===== src/rtl/mem_stage_if.sv =====
// Execute-to-memory bundle: upstream request/result fields, the data-memory port and the write-back outputs.
// addr_error exists only when MEM_STAGE_ALIGN_CHECK_EN is defined.
interface mem_stage_if #(
   parameter int ADDR_W = 32
);
   logic              in_valid;
   logic              is_mem;
   logic              is_int_wb;
   logic              load_unsigned;
   logic [1:0]        data_width;
   logic [ADDR_W-1:0] effective_address;
   logic [31:0]       value_to_be_store;
   logic [5:0]        int_wb_address;
   logic [31:0]       int_wb_value;
   logic              mem_busy;
   logic              dmem_req;
   logic              dmem_we;
   logic [ADDR_W-1:0] dmem_addr;
   logic [3:0]        dmem_be;
   logic [31:0]       dmem_wdata;
   logic              dmem_ready;
   logic [31:0]       dmem_rdata;
   logic              wb_valid;
   logic [5:0]        wb_address;
   logic [31:0]       wb_value;
   logic              mem_done;
`ifdef MEM_STAGE_ALIGN_CHECK_EN
   logic              addr_error;
`endif

   modport master (
`ifdef MEM_STAGE_ALIGN_CHECK_EN
      input  addr_error,
`endif
      output in_valid, is_mem, is_int_wb, load_unsigned, data_width,
      output effective_address, value_to_be_store, int_wb_address, int_wb_value,
      output dmem_ready, dmem_rdata,
      input  mem_busy, dmem_req, dmem_we, dmem_addr, dmem_be, dmem_wdata,
      input  wb_valid, wb_address, wb_value, mem_done
   );

   modport slave (
`ifdef MEM_STAGE_ALIGN_CHECK_EN
      output addr_error,
`endif
      input  in_valid, is_mem, is_int_wb, load_unsigned, data_width,
      input  effective_address, value_to_be_store, int_wb_address, int_wb_value,
      input  dmem_ready, dmem_rdata,
      output mem_busy, dmem_req, dmem_we, dmem_addr, dmem_be, dmem_wdata,
      output wb_valid, wb_address, wb_value, mem_done
   );
endinterface


===== src/rtl/mem_stage.sv =====
// Memory-access stage: pass-through in 1 cycle, loads/stores held on dmem until dmem_ready; mem_busy stalls upstream.
// MEM_STAGE_ALIGN_CHECK_EN rejects misaligned half/word accesses with an addr_error pulse instead of forcing alignment.
module mem_stage #(
   parameter int ADDR_W = 32
) (
   input  logic        clk,
   input  logic        reset,
   mem_stage_if.slave  bus
);

   typedef enum logic {IDLE, ACCESS} state_t;

   state_t            state_q, state_d;
   logic              we_q, we_d;
   logic [ADDR_W-1:0] addr_q, addr_d;
   logic [3:0]        be_q, be_d;
   logic [31:0]       wdata_q, wdata_d;
   logic [1:0]        width_q, width_d;
   logic [1:0]        off_q, off_d;
   logic              uns_q, uns_d;
   logic [5:0]        dst_q, dst_d;
   logic              wb_valid_q, wb_valid_d;
   logic [5:0]        wb_addr_q, wb_addr_d;
   logic [31:0]       wb_value_q, wb_value_d;
   logic              done_q, done_d;
   logic              err_q, err_d;

   logic [1:0]        in_off;
   logic [3:0]        in_be;
   logic [31:0]       in_wdata;
   logic              in_misaligned;
   logic [7:0]        ld_byte;
   logic [15:0]       ld_half;
   logic [31:0]       ld_value;

   assign in_off = bus.effective_address[1:0];

   // Big-endian lanes: offset 0 lives in bits [31:24]; width 11 behaves as word.
   always_comb begin
      in_be         = 4'b1111;
      in_wdata      = bus.value_to_be_store;
      in_misaligned = 1'b0;
      case (bus.data_width)
         2'b00: begin
            in_be    = 4'b1000 >> in_off;
            in_wdata = {4{bus.value_to_be_store[7:0]}};
         end
         2'b01: begin
            in_be         = in_off[1] ? 4'b0011 : 4'b1100;
            in_wdata      = {2{bus.value_to_be_store[15:0]}};
            in_misaligned = in_off[0];
         end
         default: in_misaligned = (in_off != 2'b00);
      endcase
   end

   always_comb begin
      case (off_q)
         2'd0:    ld_byte = bus.dmem_rdata[31:24];
         2'd1:    ld_byte = bus.dmem_rdata[23:16];
         2'd2:    ld_byte = bus.dmem_rdata[15:8];
         default: ld_byte = bus.dmem_rdata[7:0];
      endcase
      ld_half = off_q[1] ? bus.dmem_rdata[15:0] : bus.dmem_rdata[31:16];
      case (width_q)
         2'b00:   ld_value = uns_q ? {24'd0, ld_byte} : {{24{ld_byte[7]}}, ld_byte};
         2'b01:   ld_value = uns_q ? {16'd0, ld_half} : {{16{ld_half[15]}}, ld_half};
         default: ld_value = bus.dmem_rdata;
      endcase
   end

   always_comb begin
      state_d    = state_q;
      we_d       = we_q;
      addr_d     = addr_q;
      be_d       = be_q;
      wdata_d    = wdata_q;
      width_d    = width_q;
      off_d      = off_q;
      uns_d      = uns_q;
      dst_d      = dst_q;
      wb_valid_d = 1'b0;
      wb_addr_d  = wb_addr_q;
      wb_value_d = wb_value_q;
      done_d     = 1'b0;
      err_d      = 1'b0;
      case (state_q)
         IDLE: begin
            if (bus.in_valid) begin
               if (!bus.is_mem) begin
                  wb_valid_d = bus.is_int_wb;
                  wb_addr_d  = bus.int_wb_address;
                  wb_value_d = bus.int_wb_value;
`ifdef MEM_STAGE_ALIGN_CHECK_EN
               end else if (in_misaligned) begin
                  err_d = 1'b1;
`endif
               end else begin
                  state_d = ACCESS;
                  we_d    = !bus.is_int_wb;
                  addr_d  = {bus.effective_address[ADDR_W-1:2], 2'b00};
                  be_d    = in_be;
                  wdata_d = in_wdata;
                  width_d = bus.data_width;
                  off_d   = in_off;
                  uns_d   = bus.load_unsigned;
                  dst_d   = bus.int_wb_address;
               end
            end
         end
         ACCESS: begin
            if (bus.dmem_ready) begin
               state_d = IDLE;
               done_d  = 1'b1;
               if (!we_q) begin
                  wb_valid_d = 1'b1;
                  wb_addr_d  = dst_q;
                  wb_value_d = ld_value;
               end
            end
         end
         default: state_d = IDLE;
      endcase
   end

   always_ff @(posedge clk) begin
      if (reset) begin
         state_q    <= IDLE;
         we_q       <= 1'b0;
         addr_q     <= '0;
         be_q       <= 4'd0;
         wdata_q    <= 32'd0;
         width_q    <= 2'd0;
         off_q      <= 2'd0;
         uns_q      <= 1'b0;
         dst_q      <= 6'd0;
         wb_valid_q <= 1'b0;
         wb_addr_q  <= 6'd0;
         wb_value_q <= 32'd0;
         done_q     <= 1'b0;
         err_q      <= 1'b0;
      end else begin
         state_q    <= state_d;
         we_q       <= we_d;
         addr_q     <= addr_d;
         be_q       <= be_d;
         wdata_q    <= wdata_d;
         width_q    <= width_d;
         off_q      <= off_d;
         uns_q      <= uns_d;
         dst_q      <= dst_d;
         wb_valid_q <= wb_valid_d;
         wb_addr_q  <= wb_addr_d;
         wb_value_q <= wb_value_d;
         done_q     <= done_d;
         err_q      <= err_d;
      end
   end

   assign bus.mem_busy   = (state_q == ACCESS);
   assign bus.dmem_req   = (state_q == ACCESS);
   assign bus.dmem_we    = we_q;
   assign bus.dmem_addr  = addr_q;
   assign bus.dmem_be    = be_q;
   assign bus.dmem_wdata = wdata_q;
   assign bus.wb_valid   = wb_valid_q;
   assign bus.wb_address = wb_addr_q;
   assign bus.wb_value   = wb_value_q;
   assign bus.mem_done   = done_q;
`ifdef MEM_STAGE_ALIGN_CHECK_EN
   assign bus.addr_error = err_q;
`else
   logic unused_err;
   assign unused_err = err_q ^ in_misaligned ^ err_d;
`endif

endmodule


===== src/flat_wrapper.sv =====
// flat-port wrapper written by rule: the top's interface ports become plain ports
module mem_stage_flat 
#(
   parameter int ADDR_W = 32
)
  (clk, reset, bus_in_valid, bus_is_mem, bus_is_int_wb, bus_load_unsigned, bus_data_width, bus_effective_address, bus_value_to_be_store, bus_int_wb_address, bus_int_wb_value, bus_dmem_ready, bus_dmem_rdata, bus_mem_busy, bus_dmem_req, bus_dmem_we, bus_dmem_addr, bus_dmem_be, bus_dmem_wdata, bus_wb_valid, bus_wb_address, bus_wb_value, bus_mem_done);
  mem_stage_if #(.ADDR_W(ADDR_W)) bus_i ();
  input  logic clk;
  input  logic reset;
  input wire logic [$bits(bus_i.in_valid)-1:0] bus_in_valid;
  input wire logic [$bits(bus_i.is_mem)-1:0] bus_is_mem;
  input wire logic [$bits(bus_i.is_int_wb)-1:0] bus_is_int_wb;
  input wire logic [$bits(bus_i.load_unsigned)-1:0] bus_load_unsigned;
  input wire logic [$bits(bus_i.data_width)-1:0] bus_data_width;
  input wire logic [$bits(bus_i.effective_address)-1:0] bus_effective_address;
  input wire logic [$bits(bus_i.value_to_be_store)-1:0] bus_value_to_be_store;
  input wire logic [$bits(bus_i.int_wb_address)-1:0] bus_int_wb_address;
  input wire logic [$bits(bus_i.int_wb_value)-1:0] bus_int_wb_value;
  input wire logic [$bits(bus_i.dmem_ready)-1:0] bus_dmem_ready;
  input wire logic [$bits(bus_i.dmem_rdata)-1:0] bus_dmem_rdata;
  output wire logic [$bits(bus_i.mem_busy)-1:0] bus_mem_busy;
  output wire logic [$bits(bus_i.dmem_req)-1:0] bus_dmem_req;
  output wire logic [$bits(bus_i.dmem_we)-1:0] bus_dmem_we;
  output wire logic [$bits(bus_i.dmem_addr)-1:0] bus_dmem_addr;
  output wire logic [$bits(bus_i.dmem_be)-1:0] bus_dmem_be;
  output wire logic [$bits(bus_i.dmem_wdata)-1:0] bus_dmem_wdata;
  output wire logic [$bits(bus_i.wb_valid)-1:0] bus_wb_valid;
  output wire logic [$bits(bus_i.wb_address)-1:0] bus_wb_address;
  output wire logic [$bits(bus_i.wb_value)-1:0] bus_wb_value;
  output wire logic [$bits(bus_i.mem_done)-1:0] bus_mem_done;
  assign bus_i.in_valid = bus_in_valid;
  assign bus_i.is_mem = bus_is_mem;
  assign bus_i.is_int_wb = bus_is_int_wb;
  assign bus_i.load_unsigned = bus_load_unsigned;
  assign bus_i.data_width = bus_data_width;
  assign bus_i.effective_address = bus_effective_address;
  assign bus_i.value_to_be_store = bus_value_to_be_store;
  assign bus_i.int_wb_address = bus_int_wb_address;
  assign bus_i.int_wb_value = bus_int_wb_value;
  assign bus_i.dmem_ready = bus_dmem_ready;
  assign bus_i.dmem_rdata = bus_dmem_rdata;
  assign bus_mem_busy = bus_i.mem_busy;
  assign bus_dmem_req = bus_i.dmem_req;
  assign bus_dmem_we = bus_i.dmem_we;
  assign bus_dmem_addr = bus_i.dmem_addr;
  assign bus_dmem_be = bus_i.dmem_be;
  assign bus_dmem_wdata = bus_i.dmem_wdata;
  assign bus_wb_valid = bus_i.wb_valid;
  assign bus_wb_address = bus_i.wb_address;
  assign bus_wb_value = bus_i.wb_value;
  assign bus_mem_done = bus_i.mem_done;
  mem_stage #(.ADDR_W(ADDR_W)) u_core (.clk(clk), .reset(reset), .bus(bus_i));
endmodule

===== config.mk =====
export PLATFORM = sky130hd
export DESIGN_NAME = mem_stage_flat
export DESIGN_NICKNAME = d
export VERILOG_FILES = /design/src/rtl/mem_stage_if.sv /design/src/rtl/mem_stage.sv /design/src/flat_wrapper.sv
export SDC_FILE = /design/constraint.sdc
export NUM_CORES = 1
export LEC_CHECK = 0
export CAP_MARGIN = 20
export CORE_MARGIN = 2
export CORE_UTILIZATION = 43
export CTS_BUF_LIST = sky130_fd_sc_hd__clkbuf_4 sky130_fd_sc_hd__clkbuf_8
export DETAILED_ROUTE_END_ITERATION = 7
export PLACE_DENSITY = 0.81
export SLEW_MARGIN = 5
export SYNTH_ARGS = -nofsm -noshare
export SYNTH_HDL_FRONTEND = slang
export SYNTH_SLANG_ARGS = --single-unit
export TNS_END_PERCENT = 50

===== constraint.sdc =====
create_clock -name clk -period 2.35 [get_ports clk]
set_clock_uncertainty 0.2 [all_clocks]
set_input_delay 0.5875 -clock clk [delete_from_list [all_inputs] [get_ports clk]]
set_output_delay 0.5875 -clock clk [all_outputs]
set_load 0.005 [all_outputs]

==> results summary <==
The yosys synthesis warning count came out at 0. The number of port buffers is ~250. The worst setup path is of the reg -> out kind. Compared with the post-synthesis result, the final layout area differs by 55.35%.

The ratio of total power to cell area is 599.8 nW/um2. The deepest level of the CTS H-tree came out at 4. The required time of the worst setup path is ~1.6 ns.

In the final routed layout, each cell accounts on average for 16.45 um. After layout, the minimum clock period comes to 2.183 ns. The first global-routing pass estimated between 30000 and 40000 um of wire. The clock transition at the register clock pins on the worst setup and hold paths after CTS is 0.07 ns. In the synthesized netlist the dominant register cell turns out to be dfxtp_1. The cell type of the slowest stage on the worst timing path is clkdlybuf4s50_1. The number of enable-type register cells in the synthesized netlist came out at 0. The finished cells cover around 8800 um2. The post-place setup slack came out at -0.1688 ns.

The total number of vias came out at 6229. Entering global routing, the biggest net connects 76 pins. The number of nets with antenna violations after detailed routing came out at 0.

The width of the chip is 118.8 um. Routability-driven placement finished with a final weighted congestion of 0.8587. Data on the critical path arrives at its endpoint at approximately 1.4 ns. The antenna diode count is 0. The number of antenna violations at the first check in global routing is 0. The kind of start point of the critical path is a flip-flop. The total clock buffers created by CTS is 17. Power comes to between 5 and 6 mW. The highest clock frequency the design can meet is between 400 and 500 MHz. The number of buffers on the longest clock path came out at 2. The die height came out at 118.8 um. The synthesized netlist contains 42 unique library cells. The worst setup path is captured at an output port. The fraction of post-synthesis cell area in the top cell type by area came out at 42.02%. The run finished with clean final reports. Leaving out filler cells and counting taps, the final layout contains between 1000 and 1500.

Dividing the final minimum period by the clock period gives 92.90%. The most common cell after layout, fill and taps aside is clkdlybuf4s50_1. The total of hold buffers inserted after clock tree synthesis came out at 0. The total clock sinks came out at 119. The number of setup buffers added after CTS is 0. The number of placed instances, taps included, is ~1100. Max-cap violations in this run came to 0.

The floorplan die area came out at approximately 14000 um2. The maximum VDD drop came out at 0.6769 mV. Setup repair after global routing left no endpoint under its margin. The pre-antenna-repair detailed-routing pass consisted of 5 iterations. In this run the cell area measured after placement is 8393 um2. The relative slew slack is 66.52%.

The number of buffers and inverters on the critical path is 1. The area of the core region is 12720 um2. The initial core utilization came out at 44.56%. The top cell types in the final layout, fill and taps aside, are clkdlybuf4s50_1, nand2_1, dfxtp_1. By area the synthesized netlist is led by dfxtp_1, nand2_1, a21oi_1, nor2_1, mux2i_1. In this design, the stage delay of the slowest critical-path cell is 0.54 ns. The post-synthesis sequential area ratio came out at between 40% and 50%. The number of nets in the layout is approximately 1100. The row count is 41. Walking the worst path, the cells encountered are clkdlybuf4s50_1. In the synthesized netlist, the number of instances is 739. The gate family responsible for the most delay along the worst path is buffers and inverters. Summed over all nets, the half-perimeter wirelength after detailed placement is 13870 um. For this run the aggregate overflow at the end of global routing stands at 0.

The source-to-sink clock delay at the later pin of the worst-skew pair came out at 0.43 ns. The leakage power is ~3.2 nW. The tree is rooted in a clkbuf_8.

The number of max-slew violations in the final report came out at 0. For this design the top-level I/O count stands at 254. The clock tree from TritonCTS is yes. Summed over all instances, the cell type with the most area after synthesis is dfxtp_1. The remaining design rule violation count is 0. Measured on the finished design, the core utilization comes to 69.23%. The first-iteration detailed-routing DRC count is 575. Setup violations remaining at the end of the flow were counted as 0. The setup slack of the critical path after layout is 0.1669 ns. The count of endpoints failing hold in the final timing report is 0. The total wire length after detailed routing came out at 19030 um. After detailed routing, the number of vias per cell comes to 5.384. The post-synthesis sequential element count came out at 119. For the pin with the worst max-slew slack, the measured transition is about 0.5 ns. The tightest min-delay check is of the reg -> reg type. The ratio of cells with drive above 1 in the final layout is 7.614%. The count of instances resized after the clock tree is built came out at 0. In this run the cell area of the synthesized design comes to 5669 um2. The global router's overall resource usage came out at between 20% and 30%. The via count of the first global-routing pass is about 5800.

The average size of a mapped cell is 7.671 um2. The async set-reset flop share out of synthesis is 0%. The top fanout value on the critical path is 8.
registers in the layout, indices dropped and copies added (netlist names):
register / flops
u_core.bus.dmem_wdata: 32
u_core.bus.wb_value: 32
u_core.bus.dmem_addr: 30
u_core.bus.wb_address: 6
u_core.dst_q: 6
u_core.bus.dmem_be: 4
u_core.off_q: 2
u_core.width_q: 2
u_core.bus.dmem_req: 1
u_core.bus.dmem_we: 1
u_core.bus.mem_done: 1
u_core.bus.wb_valid: 1
u_core.uns_q: 1
area by class of cell:
cell class | count | area [um2]
clock buffers | 23 | 291.5
clock inverters | 8 | 122.6
fillers | 1063 | 3915
inverters | 6 | 22.52
multi-input cells | 546 | 2934
flip-flops and latches | 119 | 2384
well taps | 172 | 215.2
repair buffers | 283 | 2838
cell usage after synthesis (2+ instances only):
cell type	count
o221a_2	2
nor2_1	70
a22oi_1	8
a22o_1	9
buf_2	24
o31ai_1	16
or2_2	2
a211oi_1	24
a21oi_1	71
o2111ai_1	6
nand2_1	189
buf_1	2
a221oi_1	2
clkbuf_1	32
inv_1	6
nand2b_1	19
a311oi_1	14
a31oi_1	17
mux2i_1	23
buf_4	9
o21ai_0	38
dfxtp_1	119
o211ai_1	6
nor3_1	2
and3b_1	2
a2bb2oi_1	6
buf_6	2
nor2b_1	2
o22ai_1	4
path summary, 6_finish.rpt:
path | from | to | slack, ns | cells past startpoint
worst min-delay path | u_core.bus.dmem_wdata[7] | u_core.bus.dmem_wdata[7] | 0.25 | 2
worst max register to register | u_core.off_q[1] | u_core.bus.wb_value[6] | 0.35 | 5
worst max-delay path | u_core.bus.dmem_req | bus_mem_busy | 0.17 | 1
worst min register to register | u_core.bus.dmem_wdata[7] | u_core.bus.dmem_wdata[7] | 0.25 | 2
report_power, final:
| group | leakage [nW] | switching, mW | internal [mW] |
|---|---|---|---|
| combinational | 2.02 | 0.484 | 0.631 |
| sequential | 0.976 | 0.0716 | 2.15 |
| clock | 0.206 | 0.809 | 1.14 |
| total | 3.21 | 1.36 | 3.92 |
cells by family (layout without fill, tap and decap cells):
| kind of cell | after synthesis | in the layout | share of synthesized area, % |
|---|---|---|---|
| and+or+nand+nor | 294 | 294 | 21.45 |
| other | 1 | 2 | 0.06615 |
| AOI/OAI and AO/OA | 226 | 226 | 25.58 |
| DFF | 119 | 119 | 42.02 |
| buffers and inverters | 75 | 320 | 6.356 |
| muxes | 24 | 24 | 4.524 |
per-stage QoR:
stage               setup TNS, ns  hold WS [ns]
global placement           -1.657        0.2350
detailed placement         -3.964        0.2416
floorplan                       0        0.2360
CTS                             0        0.2552
global route                    0        0.2678
finish                          0        0.2528
metal layers:
| layer | part of all wire [%] | GRT usage, % | wire, um | vias up |
|---|---|---|---|---|
| met2 | 46 | 42.74 | 8838 | 306 |
| li1 | - | - | - | 3040 |
| met3 | 11 | 11.97 | 2097 | 39 |
| met5 | 0 | 0 | 0 | - |
| met1 | 40 | 31.31 | 7541 | 2844 |
| met4 | 2.9 | 10.64 | 556 | 0 |
Power figures use the tool's default switching activity.
==> variant 1, RTL diff (same settings) <==
Take the reset off `addr_q`, `be_q`, `wdata_q`, `wb_addr_q` and `wb_value_q` and load them in a clocked block of their own.
--- a/src/rtl/mem_stage.sv
+++ b/src/rtl/mem_stage.sv
@@ -127,34 +127,32 @@
       if (reset) begin
          state_q    <= IDLE;
          we_q       <= 1'b0;
-         addr_q     <= '0;
-         be_q       <= 4'd0;
-         wdata_q    <= 32'd0;
          width_q    <= 2'd0;
          off_q      <= 2'd0;
          uns_q      <= 1'b0;
          dst_q      <= 6'd0;
          wb_valid_q <= 1'b0;
-         wb_addr_q  <= 6'd0;
-         wb_value_q <= 32'd0;
          done_q     <= 1'b0;
          err_q      <= 1'b0;
       end else begin
          state_q    <= state_d;
          we_q       <= we_d;
-         addr_q     <= addr_d;
-         be_q       <= be_d;
-         wdata_q    <= wdata_d;
          width_q    <= width_d;
          off_q      <= off_d;
          uns_q      <= uns_d;
          dst_q      <= dst_d;
          wb_valid_q <= wb_valid_d;
-         wb_addr_q  <= wb_addr_d;
-         wb_value_q <= wb_value_d;
          done_q     <= done_d;
          err_q      <= err_d;
       end
+   end
+
+   always_ff @(posedge clk) begin
+      addr_q     <= addr_d;
+      be_q       <= be_d;
+      wdata_q    <= wdata_d;
+      wb_addr_q  <= wb_addr_d;
+      wb_value_q <= wb_value_d;
    end
 
    assign bus.mem_busy   = (state_q == ACCESS);
Behaviour: not the same (Yosys sat finds a counterexample within 4 cycles, from zero or initial values and one cycle with reset high).
==> variant 1 against the original RTL <==
  * Critical path depth rose by 5
  * Synthesized area fell by 7.4%
  * Sequential cell count did not move
  * Largest power group unchanged
  * Final cell count fell by 28%
  * Cell area fell by 3.9%
  * Wire length fell by 14%
  * Setup slack got worse by 43 ps
  * Hold slack improved by 13 ps
  * Global-route usage fell by 1.7 points
  * Highest routed layer unchanged
  * Via count fell by 28%
  * Power barely moved
  * Register-to-register slack got worse by 80 ps
==> variant 1: results (changes against the original RTL) <==
DP_HPWL_UM=12400  # was 13900 µm
GRT_USAGE=0.251  # was 0.268
POST-ROUTE-UTIL=0.708  # was 0.692
DETAIL_ROUTE.ITER0.VIOLATIONS=372  # was 575
SYNTH_MOST_COMMON_CELL='sky130_fd_sc_hd__edfxtp_1'  # was sky130_fd_sc_hd__nand2_1
SWITCHING_POWER_mW=1.19  # was 1.36 mW
SYNTH-EDFF-COUNT=104  # was 0
GRT_FIRST_PASS_WIRELENGTH_UM=24400  # was 30100 µm
LAYOUT_CELLS_SIZED_ABOVE_1=0.141  # was 0.0761
P_LEAK_nW=3.06  # was 3.21 nW
PRE_CTS_WS_PS=-289  # was -169 ps
OUTCOME='finished, final reports clean'  # unchanged
WORST_IR_DROP_VDD_uV=551  # was 677 µV
NUMBER_OF_GLOBAL_ROUTE_VIAS_BEFORE_REPAIR=4398  # was 5830
PLACE.GP.CONGESTION=0.832  # was 0.859
DRT_WL_TOTAL_UM=16500  # was 19000 µm
GRT_MAX_DEGREE=53  # was 76
GRT_ANTENNA_BEFORE_REPAIR=0  # unchanged
YOSYSSEQAREASHARE=0.652  # was 0.420
LAYOUTNONFILLERINSTCOUNT=835  # was 1157
POST_SYNTH_NUM_CELL_TYPES=36  # was 42
YOSYS-TOP-CELLS-AREA='sky130_fd_sc_hd__edfxtp_1 59%, sky130_fd_sc_hd__dfxtp_1 5.7%, sky130_fd_sc_hd__mux2_2 4.9%'  # was sky130_fd_sc_hd__dfxtp_1 42%, sky130_fd_sc_hd__nand2_1 13%, sky130_fd_sc_hd__a21oi_1 6.3%
SYNTH_FLOP_CELL='sky130_fd_sc_hd__edfxtp_1'  # was sky130_fd_sc_hd__dfxtp_1
FILL_CELLS=831  # was 1063
NETS=818  # was 1116
WORSTMARGINPINSLEW_PS=621  # was 500 ps
CLOCK_TREE_ROOT='sky130_fd_sc_hd__clkbuf_8'  # unchanged
POST-PLACE-CELLS=803  # was 1126
AVGVIACOUNTPERCELL=5.41  # was 5.38
## variant 1: changes by cell type after synthesis, moves of 16 or more
cell and delta:
sky130_fd_sc_hd__nor2_1 -38, sky130_fd_sc_hd__o21ai_0 -29, sky130_fd_sc_hd__o31ai_1 -16, sky130_fd_sc_hd__buf_2 -20, sky130_fd_sc_hd__nand2b_1 -17, sky130_fd_sc_hd__nand2_1 -138
sky130_fd_sc_hd__dfxtp_1 -104, sky130_fd_sc_hd__mux2_2 +23, sky130_fd_sc_hd__edfxtp_1 +104, sky130_fd_sc_hd__a21oi_1 -35, sky130_fd_sc_hd__a211oi_1 -17
## variant 1: power by group through the flow
stage	sequential [mW]	clock [mW]	combinational [mW]
global placement	2.52	0	0.846
global route	2.49	2.04	0.935
floorplan	2.53	0	0.289
detailed placement	2.53	0	0.871
CTS	2.48	1.95	0.877
finish	2.48	1.92	0.881
## variant 1: metal layers
metal	up-vias	share of wire	GRT usage
met4	0	0.043	0.129
met1	2128	0.36	0.285
met2	244	0.52	0.427
li1	2085	-	-
met5	-	0	0
met3	57	0.077	0.0731
## variant 1: per-stage QoR
step	total power [mW]	area, µm²	TNS (ps)
floorplan	2.82	5270	0
global placement	3.37	8050	-5780
detailed placement	3.40	8050	-6260
CTS	5.31	8460	0
global route	5.47	8460	0
finish	5.29	8460	0
## variant 1: final timing paths
check | startpoint | to | slack, ps
max | bus_dmem_rdata[23] | u_core.bus.wb_value[15]$_DFFE_PP_ | 120
min | u_core.dst_q[2]$_SDFFE_PP0P_ | u_core.dst_q[2]$_SDFFE_PP0P_ | 270
max reg2reg | u_core.off_q[1]$_SDFFE_PP0P_ | u_core.bus.wb_value[15]$_DFFE_PP_ | 270
min reg2reg | u_core.dst_q[2]$_SDFFE_PP0P_ | u_core.dst_q[2]$_SDFFE_PP0P_ | 270
## variant 1: kinds of logic (layout without fill, tap and decap cells)
| group | Yosys count | after routing | share of synthesized area |
|---|---|---|---|
| AND/OR/NAND/NOR | 100 | 100 | 0.0791 |
| buffers and inverters | 37 | 314 | 0.0355 |
| multiplexers | 39 | 39 | 0.0808 |
| AO/OA/AOI/OAI | 114 | 114 | 0.152 |
| flip-flops | 119 | 119 | 0.652 |
| other | 1 | 2 | 0.000714 |
## variant 1: final cells by class
type                    count  area, µm²  share of cell area
flip-flops and latches    119       3430               0.405
repair buffers            276       2760               0.326
multi-input cells         255       1660               0.196
clock buffers              23        285              0.0337
well taps                 147        184              0.0217
clock inverters             9        126              0.0149
inverters                   6       22.5             0.00266
## variant 1: critical path, stage by stage
cell and delay [ps]:
sky130_fd_sc_hd__clkdlybuf4s50_1 510, sky130_fd_sc_hd__mux2_2 330, sky130_fd_sc_hd__a32oi_2 210, sky130_fd_sc_hd__buf_4 140, sky130_fd_sc_hd__o31a_1 300, sky130_fd_sc_hd__a31oi_1 140
==> variant 2, RTL diff (config.mk and constraints unchanged) <==
Without the edit above. `ADDR_W` is set to 32 in 3 places; all go to 24.
--- a/src/rtl/mem_stage_if.sv
+++ b/src/rtl/mem_stage_if.sv
@@ -1,7 +1,7 @@
 // Execute-to-memory bundle: upstream request/result fields, the data-memory port and the write-back outputs.
 // addr_error exists only when MEM_STAGE_ALIGN_CHECK_EN is defined.
 interface mem_stage_if #(
-   parameter int ADDR_W = 32
+   parameter int ADDR_W = 24
 );
    logic              in_valid;
    logic              is_mem;
--- a/src/rtl/mem_stage.sv
+++ b/src/rtl/mem_stage.sv
@@ -1,7 +1,7 @@
 // Memory-access stage: pass-through in 1 cycle, loads/stores held on dmem until dmem_ready; mem_busy stalls upstream.
 // MEM_STAGE_ALIGN_CHECK_EN rejects misaligned half/word accesses with an addr_error pulse instead of forcing alignment.
 module mem_stage #(
-   parameter int ADDR_W = 32
+   parameter int ADDR_W = 24
 ) (
    input  logic        clk,
    input  logic        reset,
--- a/src/flat_wrapper.sv
+++ b/src/flat_wrapper.sv
@@ -1,7 +1,7 @@
 // flat-port wrapper written by rule: the top's interface ports become plain ports
 module mem_stage_flat 
 #(
-   parameter int ADDR_W = 32
+   parameter int ADDR_W = 24
 )
   (clk, reset, bus_in_valid, bus_is_mem, bus_is_int_wb, bus_load_unsigned, bus_data_width, bus_effective_address, bus_value_to_be_store, bus_int_wb_address, bus_int_wb_value, bus_dmem_ready, bus_dmem_rdata, bus_mem_busy, bus_dmem_req, bus_dmem_we, bus_dmem_addr, bus_dmem_be, bus_dmem_wdata, bus_wb_valid, bus_wb_address, bus_wb_value, bus_mem_done);
   mem_stage_if #(.ADDR_W(ADDR_W)) bus_i ();
Ports: changed (resized bus_dmem_addr and bus_effective_address); port bits go from 254 to 238. The function was not compared with the original's and may differ.
==> variant 2 against the original RTL <==
  * Final cell count decreased by 4.8%
  * Utilization decreased by 2.9 points
  * Sequential power decreased by 7%
  * Synthesized area decreased by 4.0%
  * Sequential share of layout area decreased by 0.15 points
  * Cell area decreased by 6.1%
  * Global-route usage decreased by 0.76 points
  * Register-to-register slack improved by 70 ps
  * Setup slack got worse by 4.3 ps
  * Synthesized cell count decreased by 4.7%
  * Sequential cell count decreased by 8
  * Power decreased by 18%
  * Largest power group unchanged
  * Wire length decreased by 6.4%
==> variant 2: results (changes against the original RTL) <==
OUTCOME='finished, final reports clean'  # unchanged
AVGVIACOUNTPERCELL=5.34  # was 5.38
GRT_ANTENNA_BEFORE_REPAIR=0  # unchanged
GRT_USAGE=0.260  # was 0.268
GRT_MAX_DEGREE=49  # was 76
CRITPATHMAXSTAGEDELAY_PS=560  # was 540 ps
WORSTMARGINPINSLEW_PS=663  # was 500 ps
DP_HPWL_UM=13100  # was 13900 µm
NUMBER_OF_GLOBAL_ROUTE_VIAS_BEFORE_REPAIR=5582  # was 5830
CTS.CLK_SLEW.WORST_PATHS_PS=100  # was 70 ps
ASYNCSETRESETFLOPFRACSYNTH=0  # unchanged
SYNTHTOPCELLSBYCOUNT='173 x sky130_fd_sc_hd__nand2_1, 111 x sky130_fd_sc_hd__dfxtp_1, 70 x sky130_fd_sc_hd__nor2_1'  # was 189 x sky130_fd_sc_hd__nand2_1, 119 x sky130_fd_sc_hd__dfxtp_1, 71 x sky130_fd_sc_hd__a21oi_1
P_LEAK_nW=2.99  # was 3.21 nW
YOSYSSEQAREASHARE=0.408  # was 0.420
WORSTSKEWPAIRLATENCY_PS=390  # was 430 ps
LAYOUT_CELLS_SIZED_ABOVE_1=0.0850  # was 0.0761
POSTPLACECELLAREA_MM2=0.00807  # was 0.00839 mm²
CTS-BUFFERS-INSERTED=9  # was 17
POST_SYNTH_NUM_CELL_TYPES=45  # was 42
CRITPATHTOPFAMILY='buffers and inverters'  # unchanged
R2R_CELLS=5  # unchanged
TIMING.HOLD.WORST.START='u_core.bus.wb_value[29]$_SDFFE_PP0P_'  # was u_core.bus.dmem_wdata[7]$_SDFFE_PP0P_
PLACE.GP.CONGESTION=0.849  # was 0.859
YOSYS-TOP-CELLS-AREA='sky130_fd_sc_hd__dfxtp_1 41%, sky130_fd_sc_hd__nand2_1 12%, sky130_fd_sc_hd__a21oi_1 5.8%'  # was sky130_fd_sc_hd__dfxtp_1 42%, sky130_fd_sc_hd__nand2_1 13%, sky130_fd_sc_hd__a21oi_1 6.3%
FILL_CELLS=1081  # was 1063
CTS_MAX_LEVEL=3  # was 4
WORST_PATH_MAX_DELAY_CELL='sky130_fd_sc_hd__clkdlybuf4s50_1'  # unchanged
YOSYSWARNINGS=0  # unchanged
BUFFER_PORTS.INSERTED=235  # was 251
SYNTH_FLOP_CELL='sky130_fd_sc_hd__dfxtp_1'  # unchanged
NETS=1059  # was 1116
WORST_IR_DROP_VDD_uV=580  # was 677 µV
WORST-PATH-MAX-FANOUT=11  # was 8
GRT_FIRST_PASS_WIRELENGTH_UM=27700  # was 30100 µm
DETAIL_ROUTE.ITER0.VIOLATIONS=435  # was 575
ROUTED_WIRELENGTH_NORMALIZED_BY_INSTANCE_COUNT_UM=16.2  # was 16.4 µm
[variant 2: changes by cell type after synthesis, moves of 2 or more]
cell,unedited run,this run
sky130_fd_sc_hd__dfxtp_1,119,111
sky130_fd_sc_hd__clkbuf_1,32,37
sky130_fd_sc_hd__o31ai_1,16,6
sky130_fd_sc_hd__buf_2,24,18
sky130_fd_sc_hd__a21oi_1,71,63
sky130_fd_sc_hd__o31ai_2,0,10
sky130_fd_sc_hd__nand2_1,189,173
sky130_fd_sc_hd__buf_4,9,7
[variant 2: path summary, 6_finish.rpt]
path              slack [ps]                                   end
setup / recovery         160                          bus_dmem_req
hold reg to reg          260  u_core.bus.wb_value[29]$_SDFFE_PP0P_
setup reg to reg         420   u_core.bus.wb_value[5]$_SDFFE_PP0P_
hold / removal           260  u_core.bus.wb_value[29]$_SDFFE_PP0P_
[variant 2: per-layer routing]
metal / part of all wire / GRT usage
met5: 0 / 0
met4: 0.014 / 0.0651
met2: 0.48 / 0.436
met1: 0.41 / 0.308
met3: 0.10 / 0.112
[variant 2: cells by family after synthesis]
kind of cell | Yosys count | share of synthesized area
and+or+nand+nor | 278 | 0.216
AOI/OAI and AO/OA | 218 | 0.268
DFF | 111 | 0.408
buffers and inverters | 72 | 0.0602
muxes | 24 | 0.0464
other | 1 | 0.000689
[variant 2: cell type report]
cell class                 count  area [µm²]  share of cell area
timing repair buffer         274        2710               0.327
tap                          172         215              0.0260
multi-input combinational    522        2910               0.351
sequential                   111        2230               0.269
clock buffer                  12         159              0.0192
clock inverter                 4        36.3             0.00439
inverter                       6        22.5             0.00272
[variant 2: through the flow]
stage	power, mW	worst slack [ps]	hold slack, ps	std cells
5_1_grt	4.52	92.7	276	1101
3_3_place_gp	3.18	-193	237	1085
6_report	4.32	163	258	1101
4_1_cts	4.34	42.1	260	1101
3_5_place_dp	3.20	-300	239	1085
2_1_floorplan	2.57	458	236	705
[variant 2: timing repair]
| item | 4_1_cts | 5_1_grt |
|---|---|---|
| setup buffers | 0 | 0 |
| hold buffers | 0 | 0 |
| endpoints found under the setup margin | 0 | 4 |
| resized for setup | 0 | 2 |
[variant 2: where the power goes]
part | total [mW] | switching [mW] | internal, mW | leakage [nW]
Combinational | 1.09 | 0.474 | 0.617 | 1.99
Clock | 1.15 | 0.682 | 0.470 | 0.0985
Sequential | 2.07 | 0.0715 | 2.00 | 0.911
Total | 4.32 | 1.23 | 3.09 | 2.99
